File: config.mk
export PLATFORM = sky130hd
export DESIGN_NAME = snd_mix
export DESIGN_NICKNAME = d
export VERILOG_FILES = /design/src/rtl/snd_mix.sv
export SDC_FILE = /design/constraint.sdc
export NUM_CORES = 1
export LEC_CHECK = 0
export BUFFER_PORTS_ARGS = -buffer_cell sky130_fd_sc_hd__buf_2
export CAP_MARGIN = 20
export CORE_MARGIN = 4
export CORE_UTILIZATION = 45
export DETAILED_ROUTE_END_ITERATION = 8
export PLACE_DENSITY_LB_ADDON = 0.15
export SLEW_MARGIN = 25
export SYNTH_ARGS = -nofsm -noshare
export SYNTH_HDL_FRONTEND = slang
export SYNTH_SLANG_ARGS = --single-unit
File: constraint.sdc
create_clock -name SND_MCLK -period 8.8 [get_ports SND_MCLK]
set_input_delay 2.2 -clock SND_MCLK [delete_from_list [all_inputs] [get_ports SND_MCLK]]
set_output_delay 2.2 -clock SND_MCLK [all_outputs]
set_load 0.01 [all_outputs]
File: src/rtl/snd_mix.sv
// snd_mix: two-channel (BGM + SE) volume mixer with saturation and a 16-bit
// I2S transmitter. It runs on SND_MCLK with 256 clocks per frame and
// BCLK = SND_MCLK/4.
// Ports: SND_MCLK/SND_RSTN clock and sync active-low reset; ENABLE and
//   VOL_BGM/VOL_SE are sampled at frame start; UNDERRUN is a sticky flag,
//   cleared by UNDERRUN_CLR; FIFO_RD_x/FIFO_VALID_x/FIFO_DOUT_x connect to the
//   sound FIFOs; I2S_BCLK/I2S_LRCK/I2S_SDATA go to the codec pins.
// Build option: SND_MIX_SE_EN enables the SE channel. Without it, only BGM
//   is mixed and the SE inputs are ignored.
module snd_mix #(
    parameter int VOL_SHIFT = 7
) (
    input  logic        SND_MCLK,
    input  logic        SND_RSTN,
    input  logic        ENABLE,
    input  logic [7:0]  VOL_BGM,
    input  logic [7:0]  VOL_SE,
    input  logic        UNDERRUN_CLR,
    output logic        UNDERRUN,
    output logic        FIFO_RD_BGM,
    output logic        FIFO_RD_SE,
    input  logic        FIFO_VALID_BGM,
    input  logic        FIFO_VALID_SE,
    input  logic [31:0] FIFO_DOUT_BGM,
    input  logic [31:0] FIFO_DOUT_SE,
    output logic        I2S_BCLK,
    output logic        I2S_LRCK,
    output logic        I2S_SDATA
);

`ifdef SND_MIX_SE_EN
    localparam logic SE_ON = 1'b1;
    logic        w_se_vld;
    logic [31:0] w_se_dat;
    logic [7:0]  w_se_vol;
    assign w_se_vld = FIFO_VALID_SE;
    assign w_se_dat = FIFO_DOUT_SE;
    assign w_se_vol = VOL_SE;
`else
    localparam logic SE_ON = 1'b0;
    logic        w_se_vld;
    logic [31:0] w_se_dat;
    logic [7:0]  w_se_vol;
    logic        w_unused_se;
    assign w_se_vld = 1'b0;
    assign w_se_dat = 32'h0;
    assign w_se_vol = 8'h0;
    assign w_unused_se = &{1'b0, FIFO_VALID_SE, FIFO_DOUT_SE, VOL_SE};
`endif

    logic [7:0]         r_cnt;
    logic               r_en;
    logic [7:0]         r_vol_b, r_vol_s;
    logic               r_got_b, r_got_s;
    logic [31:0]        r_smp_b, r_smp_s;
    logic               r_rd_b, r_rd_s;
    logic               r_ur;
    logic signed [24:0] r_p_bl, r_p_br, r_p_sl, r_p_sr;
    logic [15:0]        r_mix_l, r_mix_r;
    logic [15:0]        r_sh_l, r_sh_r;
    logic               r_bclk, r_lrck, r_sdata;

    logic [5:0]         w_slot;
    logic               w_bit_edge;
    logic               w_win;
    logic               w_miss;
    logic signed [24:0] w_pbl, w_pbr, w_psl, w_psr;
    logic signed [18:0] w_sum_l, w_sum_r;

    assign w_slot     = r_cnt[7:2];
    assign w_bit_edge = (r_cnt[1:0] == 2'd0);
    assign w_win      = (r_cnt >= 8'd1) && (r_cnt <= 8'd3);

    // Last chance to see VALID is cnt==3, so this cycle's VALID counts too.
    assign w_miss = r_en
                  & ((~r_got_b & ~FIFO_VALID_BGM)
                  | (SE_ON & ~r_got_s & ~w_se_vld));

    // 16b signed sample times 9b non-negative volume gives a 25b product.
    assign w_pbl = $signed(r_smp_b[31:16]) * $signed({1'b0, r_vol_b});
    assign w_pbr = $signed(r_smp_b[15:0])  * $signed({1'b0, r_vol_b});
    assign w_psl = $signed(r_smp_s[31:16]) * $signed({1'b0, r_vol_s});
    assign w_psr = $signed(r_smp_s[15:0])  * $signed({1'b0, r_vol_s});

    // Shifted products fit in 18 bits, so a 19-bit sum cannot overflow.
    assign w_sum_l = 19'(r_p_bl) + 19'(r_p_sl);
    assign w_sum_r = 19'(r_p_br) + 19'(r_p_sr);

    function automatic logic [15:0] sat16(input logic signed [18:0] v);
        if (v > 19'sd32767)
            return 16'h7FFF;
        else if (v < -19'sd32768)
            return 16'h8000;
        else
            return 16'(v);
    endfunction

    always_ff @(posedge SND_MCLK) begin
        if (!SND_RSTN) begin
            r_cnt   <= 8'd0;
            r_en    <= 1'b0;
            r_vol_b <= 8'd0;
            r_vol_s <= 8'd0;
            r_got_b <= 1'b0;
            r_got_s <= 1'b0;
            r_smp_b <= 32'd0;
            r_smp_s <= 32'd0;
            r_rd_b  <= 1'b0;
            r_rd_s  <= 1'b0;
        end else begin
            r_cnt  <= r_cnt + 8'd1;
            r_rd_b <= 1'b0;
            r_rd_s <= 1'b0;
            if (r_cnt == 8'd0) begin
                r_en    <= ENABLE;
                r_vol_b <= VOL_BGM;
                r_vol_s <= w_se_vol;
                r_got_b <= 1'b0;
                r_got_s <= 1'b0;
                r_smp_b <= 32'd0;
                r_smp_s <= 32'd0;
                r_rd_b  <= ENABLE;
                r_rd_s  <= ENABLE & SE_ON;
            end
            if (w_win && r_en) begin
                if (FIFO_VALID_BGM && !r_got_b) begin
                    r_smp_b <= FIFO_DOUT_BGM;
                    r_got_b <= 1'b1;
                end
                if (w_se_vld && !r_got_s) begin
                    r_smp_s <= w_se_dat;
                    r_got_s <= 1'b1;
                end
            end
        end
    end

    always_ff @(posedge SND_MCLK) begin
        if (!SND_RSTN) begin
            r_ur <= 1'b0;
        end else if (UNDERRUN_CLR) begin
            r_ur <= 1'b0;
        end else if (r_cnt == 8'd3 && w_miss) begin
            r_ur <= 1'b1;
        end
    end

    always_ff @(posedge SND_MCLK) begin
        if (!SND_RSTN) begin
            r_p_bl  <= '0;
            r_p_br  <= '0;
            r_p_sl  <= '0;
            r_p_sr  <= '0;
            r_mix_l <= 16'd0;
            r_mix_r <= 16'd0;
        end else begin
            if (r_cnt == 8'd4) begin
                r_p_bl <= w_pbl >>> VOL_SHIFT;
                r_p_br <= w_pbr >>> VOL_SHIFT;
                r_p_sl <= w_psl >>> VOL_SHIFT;
                r_p_sr <= w_psr >>> VOL_SHIFT;
            end
            if (r_cnt == 8'd5) begin
                r_mix_l <= sat16(w_sum_l);
                r_mix_r <= sat16(w_sum_r);
            end
        end
    end

    // Data and LRCK update on the clock that drives BCLK low.
    always_ff @(posedge SND_MCLK) begin
        if (!SND_RSTN) begin
            r_sh_l  <= 16'd0;
            r_sh_r  <= 16'd0;
            r_bclk  <= 1'b0;
            r_lrck  <= 1'b0;
            r_sdata <= 1'b0;
        end else begin
            r_bclk <= r_cnt[1];
            if (r_cnt == 8'd255) begin
                r_sh_l <= r_mix_l;
                r_sh_r <= r_mix_r;
            end
            if (w_bit_edge) begin
                r_lrck <= (w_slot >= 6'd31) && (w_slot != 6'd63);
                if (w_slot < 6'd16) begin
                    r_sdata <= r_sh_l[15];
                    r_sh_l  <= {r_sh_l[14:0], 1'b0};
                end else if (w_slot >= 6'd32 && w_slot < 6'd48) begin
                    r_sdata <= r_sh_r[15];
                    r_sh_r  <= {r_sh_r[14:0], 1'b0};
                end else begin
                    r_sdata <= 1'b0;
                end
            end
        end
    end

    assign UNDERRUN    = r_ur;
    assign FIFO_RD_BGM = r_rd_b;
    assign FIFO_RD_SE  = r_rd_s;
    assign I2S_BCLK    = r_bclk;
    assign I2S_LRCK    = r_lrck;
    assign I2S_SDATA   = r_sdata;

endmodule

Word-level counts from Yosys, hierarchy flattened
Index checks and enable logic that the tools add are counted.
{ "word_totals": {"romBits": 0, "ram_bits": 0, "n_memories": 0, "latch_bits": 0, "regBits": 155, "inputBits": 86} }
{ "op_classes": {"magnitude_cmp": 10, "reduce_logical": 11, "muxes": 19, "n_mul": 2, "n_addsub": 1, "bitwise_logic": 5, "n_div": 0, "shift": 0, "eq_ne": 5} }
{ "op_table": {"columns": ["op", "count"], "rows": [
  ["16-bit two-way mux", 11],
  ["32-bit two-way mux", 3],
  ["16-bit by 9-bit multiplier with 25-bit output", 2],
  ["18-bit by 16-bit greater-than comparator with 1-bit output (second input constant)", 2],
  ["18-bit by 16-bit less-than comparator with 1-bit output (second input constant)", 2],
  ["8-bit by 3-bit equality test with 1-bit output (second input constant)", 2],
  ["8-bit by 1-bit adder with 8-bit output (second input constant)", 1],
  ["8-bit by 2-bit equality test with 1-bit output (second input constant)", 1],
  ["8-bit equality test (second input constant)", 1],
  ["8-bit by 1-bit >= comparator with 1-bit output (second input constant)", 1],
  ["8-bit by 2-bit less-or-equal comparator with 1-bit output (second input constant)", 1],
  ["8-bit logical NOT", 1],
  ["6-bit by 5-bit >= comparator with 1-bit output (second input constant)", 1],
  ["6-bit >= comparator (second input constant)", 1],
  ["1-bit logical AND", 6],
  ["6-bit by 5-bit less-than comparator with 1-bit output (second input constant)", 1],
  ["6-bit less-than comparator (second input constant)", 1],
  ["6-bit inequality test (second input constant)", 1],
  ["1-bit two-way mux", 5],
  ["1-bit inverter", 3],
  ["1-bit bitwise AND", 2],
  ["2-bit logical NOT", 1],
  ["2-bit AND reduction", 1],
  ["2-bit OR reduction", 1],
  ["1-bit logical NOT", 1]
]} }

Depth between registers and ports, before layout
Gate-level depths: netlist of run 1.
{ "logic_depth": {"word_depth": 5, "mapped_depth": 20, "depth_no_buf": 18} }

Worst setup path after synthesis of run 1
OpenSTA, ideal clock, no wires.
{ "synth_timing": {"kind": "register -> register", "startpoint": "register r_vol_b[0]", "endpoint": "register r_p_br[9]", "required_ps": 8684, "arrival_time_ps": 4817, "path_buffers": 2, "period_less_slack_ps": 4933, "path_slack_ps": 3867, "stages_incl_launch_ff": 19, "path_cell_list": "dfxtp_1 clkbuf_1 buf_1 nand2_1 fa_1 inv_1 fa_1 fa_1 inv_1 fa_1 inv_1 ha_1 a21o_1 a221o_1 a31o_2 o21ai_0 nand2b_1 mux2i_1 a31o_2"} }
{ "synth_between": {"elab_chain_cells": 1} }
{ "synth_rtl": {"columns": ["element", "line_no", "source"], "rows": [
  ["start, declared", "53", "logic [7:0] r_vol_b, r_vol_s;"],
  ["start signal, assigned", "102", "r_vol_b <= 8'd0;"],
  ["start signal, assigned", "116", "r_vol_b <= VOL_BGM;"],
  ["16-bit by 9-bit multiplier with 25-bit output", "81", "assign w_pbr = $signed(r_smp_b[15:0]) * $signed({1'b0, r_vol_b});"],
  ["end signal, assigned", "159", "r_p_br <= w_pbr >>> VOL_SHIFT;"],
  ["end, declared", "58", "logic signed [24:0] r_p_bl, r_p_br, r_p_sl, r_p_sr;"]
]} }
No other way between the ends.
A chain may end at the register's enable or synchronous reset.

Worst setup path after layout of run 1
{ "layout_timing": {"startpoint": "register r_vol_b[0]", "endpoint": "register r_p_bl[17] (netlist name)"} }
{ "layout_between": {"elab_chain_cells": 1} }
{ "layout_rtl": {"columns": ["element", "line_no", "source"], "rows": [
  ["16-bit by 9-bit multiplier with 25-bit output", "80", "assign w_pbl = $signed(r_smp_b[31:16]) * $signed({1'b0, r_vol_b});"]
]} }
No other way between the ends.

==> results of run 1 <==
## how the worst max path moves through the flow
stage / from / to / slack [ns] / depth (start not counted)
finish: r_vol_b[0] / r_p_bl[17] / 3.59 / 16
global route: r_vol_b[0] / r_p_bl[17] / 3.25 / 16
global placement: r_vol_b[0] / r_p_bl[17] / 3.64 / 16
floorplan: r_vol_b[0] / r_p_br[9] / 3.87 / 18
CTS: r_vol_b[0] / r_p_bl[17] / 3.58 / 16
detailed placement: r_vol_b[0] / r_p_bl[17] / 3.63 / 16
## cell type report
type	count	share of cell area [%]
Clock inverter	12	1.14
Sequential cell	155	18.9
Antenna cell	1	0.0152
Timing Repair Buffer	64	2.19
Inverter	294	6.72
Multi-Input combinational cell	1234	64.9
Clock buffer	19	2.70
Tap cell	448	3.41
## synthesized netlist by cell type (all sizes together) (3+ instances only)
master   instances  area, um2
nand3b           5       37.5
buf             20        124
clkbuf          77        289
nor2            54        210
mux2i           35        350
or3              3       18.8
xnor2           25        219
nand2b           5       31.3
and2           155        970
a221oi           4       47.6
dfxtp          155       3100
inv            294       1100
nand4            6       37.5
nand2          253        950
a31oi            7       56.3
nor3             7       45.0
o21bai           6       45.0
a2111oi          3       45.1
o211ai           4       35.0
a21o             9       75.1
a31o             3       26.3
ha              95       1190
fa             202       4040
a21boi          47        353
a21oi           64        324
and3             8       51.3
o21ai           97        485
nand3           58        290
nor2b            8       50.1
xor2            18        158
o211a           18        180
## layer usage
layer  up-vias  part of all wire (%)  GRT usage [%]
met4         0                   1.1           4.17
met2       207                    43           29.0
li1       5571                     -              -
met3        21                   4.5           3.36
met5         -                     0              0
met1      5486                    52           29.7
## state kept, by name, indices dropped and copies added (netlist names), 8 cells and up
register  flops
r_mix_r      16
r_sh_l       16
r_vol_b       8
r_p_bl       18
r_cnt         8
r_sh_r       16
r_mix_l      16
r_smp_b      32
r_p_br       18
## through the flow
| step | setup slack, ns | cells | power (W) | cell area (um2) | utilization [%] |
|---|---|---|---|---|---|
| 2_1_floorplan | 3.87 | 1780 | 0.000881 | 15300 | - |
| 3_3_place_gp | 3.64 | 2195 | 0.000948 | 15800 | 47.1 |
| 3_5_place_dp | 3.63 | 2195 | 0.000951 | 15800 | 47.1 |
| 4_1_cts | 3.58 | 2226 | 0.00175 | 16400 | 49.0 |
| 5_1_grt | 3.25 | 2226 | 0.00180 | 16400 | 49.0 |
| 6_report | 3.59 | 2227 | 0.00173 | 16400 | 49.0 |
## worst register-to-register path, cell delays in order (launching register included)
cell,delay [ns]
sky130_fd_sc_hd__dfxtp_1,0.31
sky130_fd_sc_hd__buf_4,0.39
sky130_fd_sc_hd__nand2_1,0.26
sky130_fd_sc_hd__fa_1,0.75
sky130_fd_sc_hd__inv_1,0.16
sky130_fd_sc_hd__fa_1,0.51
sky130_fd_sc_hd__fa_1,0.50
sky130_fd_sc_hd__inv_1,0.06
sky130_fd_sc_hd__fa_1,0.53
sky130_fd_sc_hd__inv_1,0.04
sky130_fd_sc_hd__ha_1,0.39
sky130_fd_sc_hd__a21oi_1,0.23
sky130_fd_sc_hd__o21ai_0,0.17
sky130_fd_sc_hd__a221oi_1,0.36
sky130_fd_sc_hd__o41ai_2,0.14
sky130_fd_sc_hd__xnor2_1,0.19
sky130_fd_sc_hd__o21ai_1,0.07
## power groups by stage
stage	Sequential, W	Combinational (W)	Clock [W]
after floorplan	0.000750	0.000132	0
after global placement	0.000755	0.000193	0
after detailed placement	0.000756	0.000195	0
after CTS	0.000740	0.000196	0.000815
after global routing	0.000743	0.000219	0.000842
final	0.000740	0.000194	0.000797
## kinds of logic (layout without fill, tap and decap cells)
family,count (synthesis),count (layout),synth area share [%]
AOI/OAI and AO/OA,286,286,12.4
xor gates and xnor gates,43,43,2.46
adders and majority gates,297,297,34.2
buffers and inverters,391,389,9.92
DFF,155,155,20.3
muxes,37,37,2.44
other,1,2,0.0245
and+or+nand+nor,570,570,18.2
==> load_flow_metrics.sql, run 1 <==
INSERT INTO impl_metrics (metric_group, metric, value, unit) VALUES
('sta', 'grt_setup_unrepaired', 'false', ''),
('sta', 'final_report_hold_violation_count', '0', ''),
('flow_run', 'maxcap_violations', '0', ''),
('critical_path', 'critical_path.max_fanout', '31', ''),
('power_and_ir_drop', 'comb_power_share', '11.2', '%'),
('synth', 'netlist_area', '15300', 'um2'),
('die', 'ioPinCount', '92', ''),
('final_layout', 'layout_commonest_cell', 'sky130_fd_sc_hd__inv_1', ''),
('synth', 'synth_flop_cell', 'sky130_fd_sc_hd__dfxtp_1', ''),
('synth', 'ys.warnings.count', '0', ''),
('power_and_ir_drop', 'intPower', '0.00127', 'W'),
('grt', 'gr-total-overflow', '0', ''),
('critical_path', 'cp_data_required_time', '9.10', 'ns'),
('die', 'fp.dieW', '192', 'um'),
('drt', 'routed_wirelength', '33.9', 'mm'),
('critical_path', 'cpLargestDelayFamily', 'adder cells', ''),
('run_status', 'status', 'finished, final reports clean', ''),
('sta', 'finalCriticalPeriod', '5.21', 'ns'),
('worst_hold_path', 'min_delay_worst_endpoint', 'r_got_b', ''),
('critical_path', 'path_class', 'flop to flop', ''),
('final_layout', 'multi_input_area', '10700', 'um2'),
('drt', 'drt_iter0_drc', '627', ''),
('die', 'placementRows', '67', ''),
('power_and_ir_drop', 'pwr_density_cell', '105', 'nW/um2'),
('synth', 'async_set_or_reset_register_ratio_after_synthesis', '0', '%'),
('critical_path', 'path_cells', 'buf_4 -> nand2_1 -> fa_1 -> inv_1 -> fa_1 -> fa_1 -> inv_1 -> fa_1 -> inv_1 -> ha_1 -> a21oi_1 -> o21ai_0 -> a221oi_1 -> o41ai_2 -> xnor2_1 -> o21ai_1', ''),
('drt', 'num_vias', '11300', ''),
('synth', 'post_syn_instances', '1780', ''),
('clocking', 'clk_root_buffer_cell', 'sky130_fd_sc_hd__clkbuf_16', ''),
('worst_hold_path', 'hold_path.class', 'flop to flop', ''),
('power_and_ir_drop', 'p_sw', '0.000462', 'W'),
('placed_design', 'dp_hpwl', '25.3', 'mm'),
('die', 'floorplan.initialDensity', '45.6', '%'),
('critical_path', 'cpPeakStageDelay', '0.75', 'ns'),
('power_and_ir_drop', 'leakagePower', '7.90', 'nW'),
('power_and_ir_drop', 'power.share.clock', '46.1', '%'),
('sta', 'fin_tns_setup', '0', 'ns'),
('grt', 'antenna_found_initial', '1', ''),
('critical_path', 'critical-path-slowest-cell', 'sky130_fd_sc_hd__fa_1', ''),
('critical_path', 'critical_path.reg2reg.startpoint', 'r_vol_b[0]', ''),
('final_layout', 'area_overhead_vs_synth', '7.51', '%'),
('drt', 'avg_vias_per_cell', '5.07', ''),
('sta', 'max_slew.worst_pin.slew', '0.964', 'ns'),
('clocking', 'cts_tree', 'yes', ''),
('final_layout', 'register_area', '3100', 'um2'),
('clocking', 'postCtsSetupBuffers', '0', ''),
('synth', 'synth.distinct_cells', '71', ''),
('power_and_ir_drop', 'ir_drop', '0.133', 'mV'),
('critical_path', 'setup.worst_path.start_class', 'flop', ''),
('sta', 'fmaxAchievable', '0.192', 'GHz'),
('grt', 'grt_max_degree', '74', ''),
('clocking', 'clock-sinks', '155', ''),
('die', 'die_area', '37000', 'um2'),
('power_and_ir_drop', 'sw_frac_of_total', '26.7', '%'),
('clocking', 'cts.repair.resized', '0', ''),
('final_layout', 'post_route_cells_drive_above_1_share', '6.75', '%'),
('clocking', 'cts-hold-fix-buffers', '0', ''),
('drt', 'post-route-drc-count', '0', ''),
('clocking', 'worst_skew_pair.late_latency', '0.44', 'ns'),
('clocking', 'htree_levels', '4', ''),
('worst_hold_path', 'whs_path_depth', '2', ''),
('sta', 'setup_violations', '0', ''),
('clocking', 'bufs_on_longest_clock_path', '2', ''),
('critical_path', 'cp_data_arrival_time', '5.51', 'ns'),
('die', 'floorplan.die.height', '192', 'um'),
('final_layout', 'fillCellCount', '3329', ''),
('critical_path', 'buf_inv_stages_crit_path', '4', ''),
('final_layout', 'design.final.nets', '2149', ''),
('final_layout', 'final_cell_mix', 'sky130_fd_sc_hd__inv_1, sky130_fd_sc_hd__nand2_1, sky130_fd_sc_hd__fa_1, sky130_fd_sc_hd__dfxtp_1, sky130_fd_sc_hd__and2_1', ''),
('clocking', 'total_clock_buffers_created_by_cts', '17', ''),
('critical_path', 'ff_to_ff_end', 'r_p_bl[17]', '');
Power figures use the tool's default switching activity.
==> run 2: changes to the inputs <==
==> constraint.sdc (replaced) <==
create_clock -name SND_MCLK -period 5.2 [get_ports SND_MCLK]
set_input_delay 1.3 -clock SND_MCLK [delete_from_list [all_inputs] [get_ports SND_MCLK]]
set_output_delay 1.3 -clock SND_MCLK [all_outputs]
set_load 0.01 [all_outputs]
==> load_flow_metrics.sql, run 2 (synthesis results as in run 1) <==
INSERT INTO impl_metrics (metric_group, metric, value, unit) VALUES
('clocking', 'cts.repair.resized', '0', ''),
('grt', 'first_global_vias', '11600', ''),
('grt', 'antenna_found_initial', '0', ''),
('die', 'ioPinCount', '92', ''),
('final_layout', 'design.final.nets', '2214', ''),
('critical_path', 'cpMostUsedCell', 'sky130_fd_sc_hd__fa_1', ''),
('placed_design', 'port_buffers', '49', ''),
('grt', 'grt_usage', '19.6', '%'),
('critical_path', 'path_class', 'flop to flop', ''),
('clocking', 'clock_input_transition_at_the_sequential_cells_of_the_worst_setup_and_hold_paths', '0.07', 'ns'),
('power_and_ir_drop', 'intPower', '0.00209', 'W'),
('power_and_ir_drop', 'leakagePower', '8.25', 'nW'),
('run_status', 'status', 'finished, final reports clean', ''),
('sta', 'finalCriticalPeriod', '4.88', 'ns'),
('clocking', 'clock-sinks', '155', ''),
('drt', 'avg_vias_per_cell', '5.02', ''),
('clocking', 'cts-hold-fix-buffers', '0', ''),
('grt', 'gr-total-overflow', '0', ''),
('clocking', 'htree_levels', '4', ''),
('die', 'fp.dieW', '192', 'um'),
('grt', 'grt_max_degree', '60', ''),
('final_layout', 'max_reg_flops', '32', ''),
('die', 'floorplan.initialDensity', '45.6', '%'),
('critical_path', 'critical_path.reg2reg.startpoint', 'r_vol_b[4]', ''),
('grt', 'grt_first_pass_wirelength', '58.8', 'mm'),
('clocking', 'cts_tree', 'yes', ''),
('power_and_ir_drop', 'sw_frac_of_total', '28.7', '%'),
('power_and_ir_drop', 'p_sw', '0.000839', 'W'),
('power_and_ir_drop', 'power.share.clock', '45.0', '%'),
('final_layout', 'layout_commonest_cell', 'sky130_fd_sc_hd__inv_1', ''),
('final_layout', 'area_overhead_vs_synth', '11.2', '%'),
('critical_path', 'cpLargestDelayFamily', 'adder cells', ''),
('critical_path', 'cp_data_required_time', '5.54', 'ns'),
('sta', 'clock-skew-final', '0.0146', 'ns'),
('critical_path', 'crit_start', 'r_vol_b[4]', ''),
('clocking', 'bufs_on_longest_clock_path', '2', ''),
('drt', 'drt_iter0_drc', '620', ''),
('final_layout', 'top_register', 'r_smp_b', ''),
('flow_run', 'maxcap_violations', '0', ''),
('clocking', 'worst_skew_pair.late_latency', '0.44', 'ns'),
('worst_hold_path', 'timing.hold.worst.start', 'r_sh_r[10]', ''),
('critical_path', 'critical-path-slowest-cell', 'sky130_fd_sc_hd__dfxtp_2', ''),
('sta', 'fmaxAchievable', '0.205', 'GHz'),
('drt', 'num_vias', '11500', ''),
('drt', 'drt.antenna.violating_nets', '0', ''),
('final_layout', 'final_cell_mix', 'sky130_fd_sc_hd__inv_1, sky130_fd_sc_hd__nand2_1, sky130_fd_sc_hd__fa_1, sky130_fd_sc_hd__and2_1, sky130_fd_sc_hd__dfxtp_1', ''),
('die', 'floorplan.die.height', '192', 'um'),
('final_layout', 'post_route_cells_drive_above_1_share', '10.4', '%'),
('drt', 'wl_per_cell', '15.0', 'um'),
('final_layout', 'insertedDiodeCount', '0', ''),
('placed_design', 'dp_hpwl', '26.6', 'mm'),
('sta', 'fin_crit_sh', '93.8', '%'),
('sta', 'final_report_hold_violation_count', '0', ''),
('critical_path', 'cpPeakStageDelay', '0.54', 'ns'),
('power_and_ir_drop', 'pwr_density_cell', '172', 'nW/um2'),
('clocking', 'total_clock_buffers_created_by_cts', '17', ''),
('final_layout', 'instances_no_fill', '2292', ''),
('sta', 'slew_viol_final', '0', ''),
('clocking', 'clk_root_buffer_cell', 'sky130_fd_sc_hd__clkbuf_16', ''),
('final_layout', 'largest_registers', 'r_smp_b: 32 flops, r_p_bl: 18 flops, r_p_br: 18 flops', ''),
('sta', 'grt_setup_unrepaired', 'false', ''),
('critical_path', 'buf_inv_stages_crit_path', '3', ''),
('final_layout', 'fillCellCount', '3296', ''),
('die', 'die_area', '37000', 'um2'),
('sta', 'fin_tns_setup', '0', 'ns'),
('die', 'core_area', '33500', 'um2'),
('critical_path', 'setup.worst_path.end_class', 'flop', ''),
('critical_path', 'setup.reg_to_reg.worst_slack', '0.32', 'ns'),
('sta', 'setup_violations', '0', ''),
('power_and_ir_drop', 'comb_power_share', '11.8', '%'),
('critical_path', 'path_cells', 'buf_4 -> and2_1 -> fa_1 -> fa_1 -> fa_1 -> inv_1 -> fa_1 -> inv_1 -> ha_1 -> and3_1 -> a221o_1 -> a31o_2 -> o21ai_0 -> nand2b_1 -> mux2i_1 -> a31o_2', ''),
('sta', 'max_slew.worst_pin.slew', '0.986', 'ns'),
('drt', 'post-route-drc-count', '0', ''),
('die', 'placementRows', '67', ''),
('power_and_ir_drop', 'pwr-share-seq', '43.2', '%'),
('sta', 'max-slew-margin-rel', '33.9', '%'),
('worst_hold_path', 'hold_path.class', 'flop to flop', ''),
('power_and_ir_drop', 'ir_drop', '0.238', 'mV'),
('critical_path', 'setup.worst_path.start_class', 'flop', ''),
('drt', 'routed_wirelength', '34.3', 'mm'),
('critical_path', 'cp_data_arrival_time', '5.21', 'ns'),
('critical_path', 'critical_path.max_fanout', '13', ''),
('drt', 'drt_pass1_iterations', '7', ''),
('placed_design', 'final_replace_weighted_congestion', '0.834', ''),
('clocking', 'postCtsSetupBuffers', '0', ''),
('placed_design', 'placed_cells_incl_taps', '2260', '');
## run 2: cell count changes in the layout (fill, tap and decap cells not counted), moves of 3 or more
cell,change
sky130_fd_sc_hd__buf_12,+6
sky130_fd_sc_hd__buf_4,+59
sky130_fd_sc_hd__clkinv_4,-3
sky130_fd_sc_hd__inv_6,+4
sky130_fd_sc_hd__inv_8,+3
## run 2: final timing paths
check	end	cells after the start
setup / recovery	r_p_br[9]	16
setup reg to reg	r_p_br[9]	16
hold / removal	r_sh_r[11]	2
hold reg to reg	r_sh_r[11]	2
## run 2: power groups by stage
stage | clock [W] | sequential, W | combinational [W]
after floorplan | 0 | 0.00127 | 0.000223
after global placement | 0 | 0.00129 | 0.000341
after detailed placement | 0 | 0.00129 | 0.000347
after CTS | 0.00136 | 0.00126 | 0.000349
after global routing | 0.00139 | 0.00127 | 0.000387
final | 0.00132 | 0.00126 | 0.000346
## run 2: worst min-delay path, delay by kind of cell, from the launching register on
family	cells	cell delay [ns]
compound gates	1	0.05
flops	1	0.31
simple gates	1	0.05
## run 2: final cells by class
class                           count  area [um2]  share of cell area [%]
Tap cell                          448         561                    3.30
Clock buffer                       17         425                    2.50
Timing Repair Buffer              129         923                    5.43
Sequential cell                   155        3110                    18.3
Clock inverter                     15         198                    1.16
Inverter                          294        1100                    6.49
Multi-Input combinational cell   1234       10700                    62.8
## run 2: metrics by stage
| step | total power (W) | area, um2 | worst slack [ns] | utilization (%) | hold WS [ns] |
|---|---|---|---|---|---|
| 2_1_floorplan | 0.00149 | 15300 | 0.267 | - | 0.424 |
| 3_3_place_gp | 0.00163 | 16400 | 0.0548 | 48.8 | 0.435 |
| 3_5_place_dp | 0.00164 | 16400 | 0.129 | 48.8 | 0.442 |
| 4_1_cts | 0.00296 | 17000 | 0.103 | 50.6 | 0.458 |
| 5_1_grt | 0.00305 | 17000 | 0.0172 | 50.7 | 0.477 |
| 6_report | 0.00293 | 17000 | 0.323 | 50.7 | 0.454 |
## run 2: per-layer routing
layer | track usage (%) | routed length (um)
met5 | 0 | 0
met4 | 4.20 | 502
met2 | 29.3 | 14700
met3 | 2.88 | 1490
met1 | 30.1 | 17600
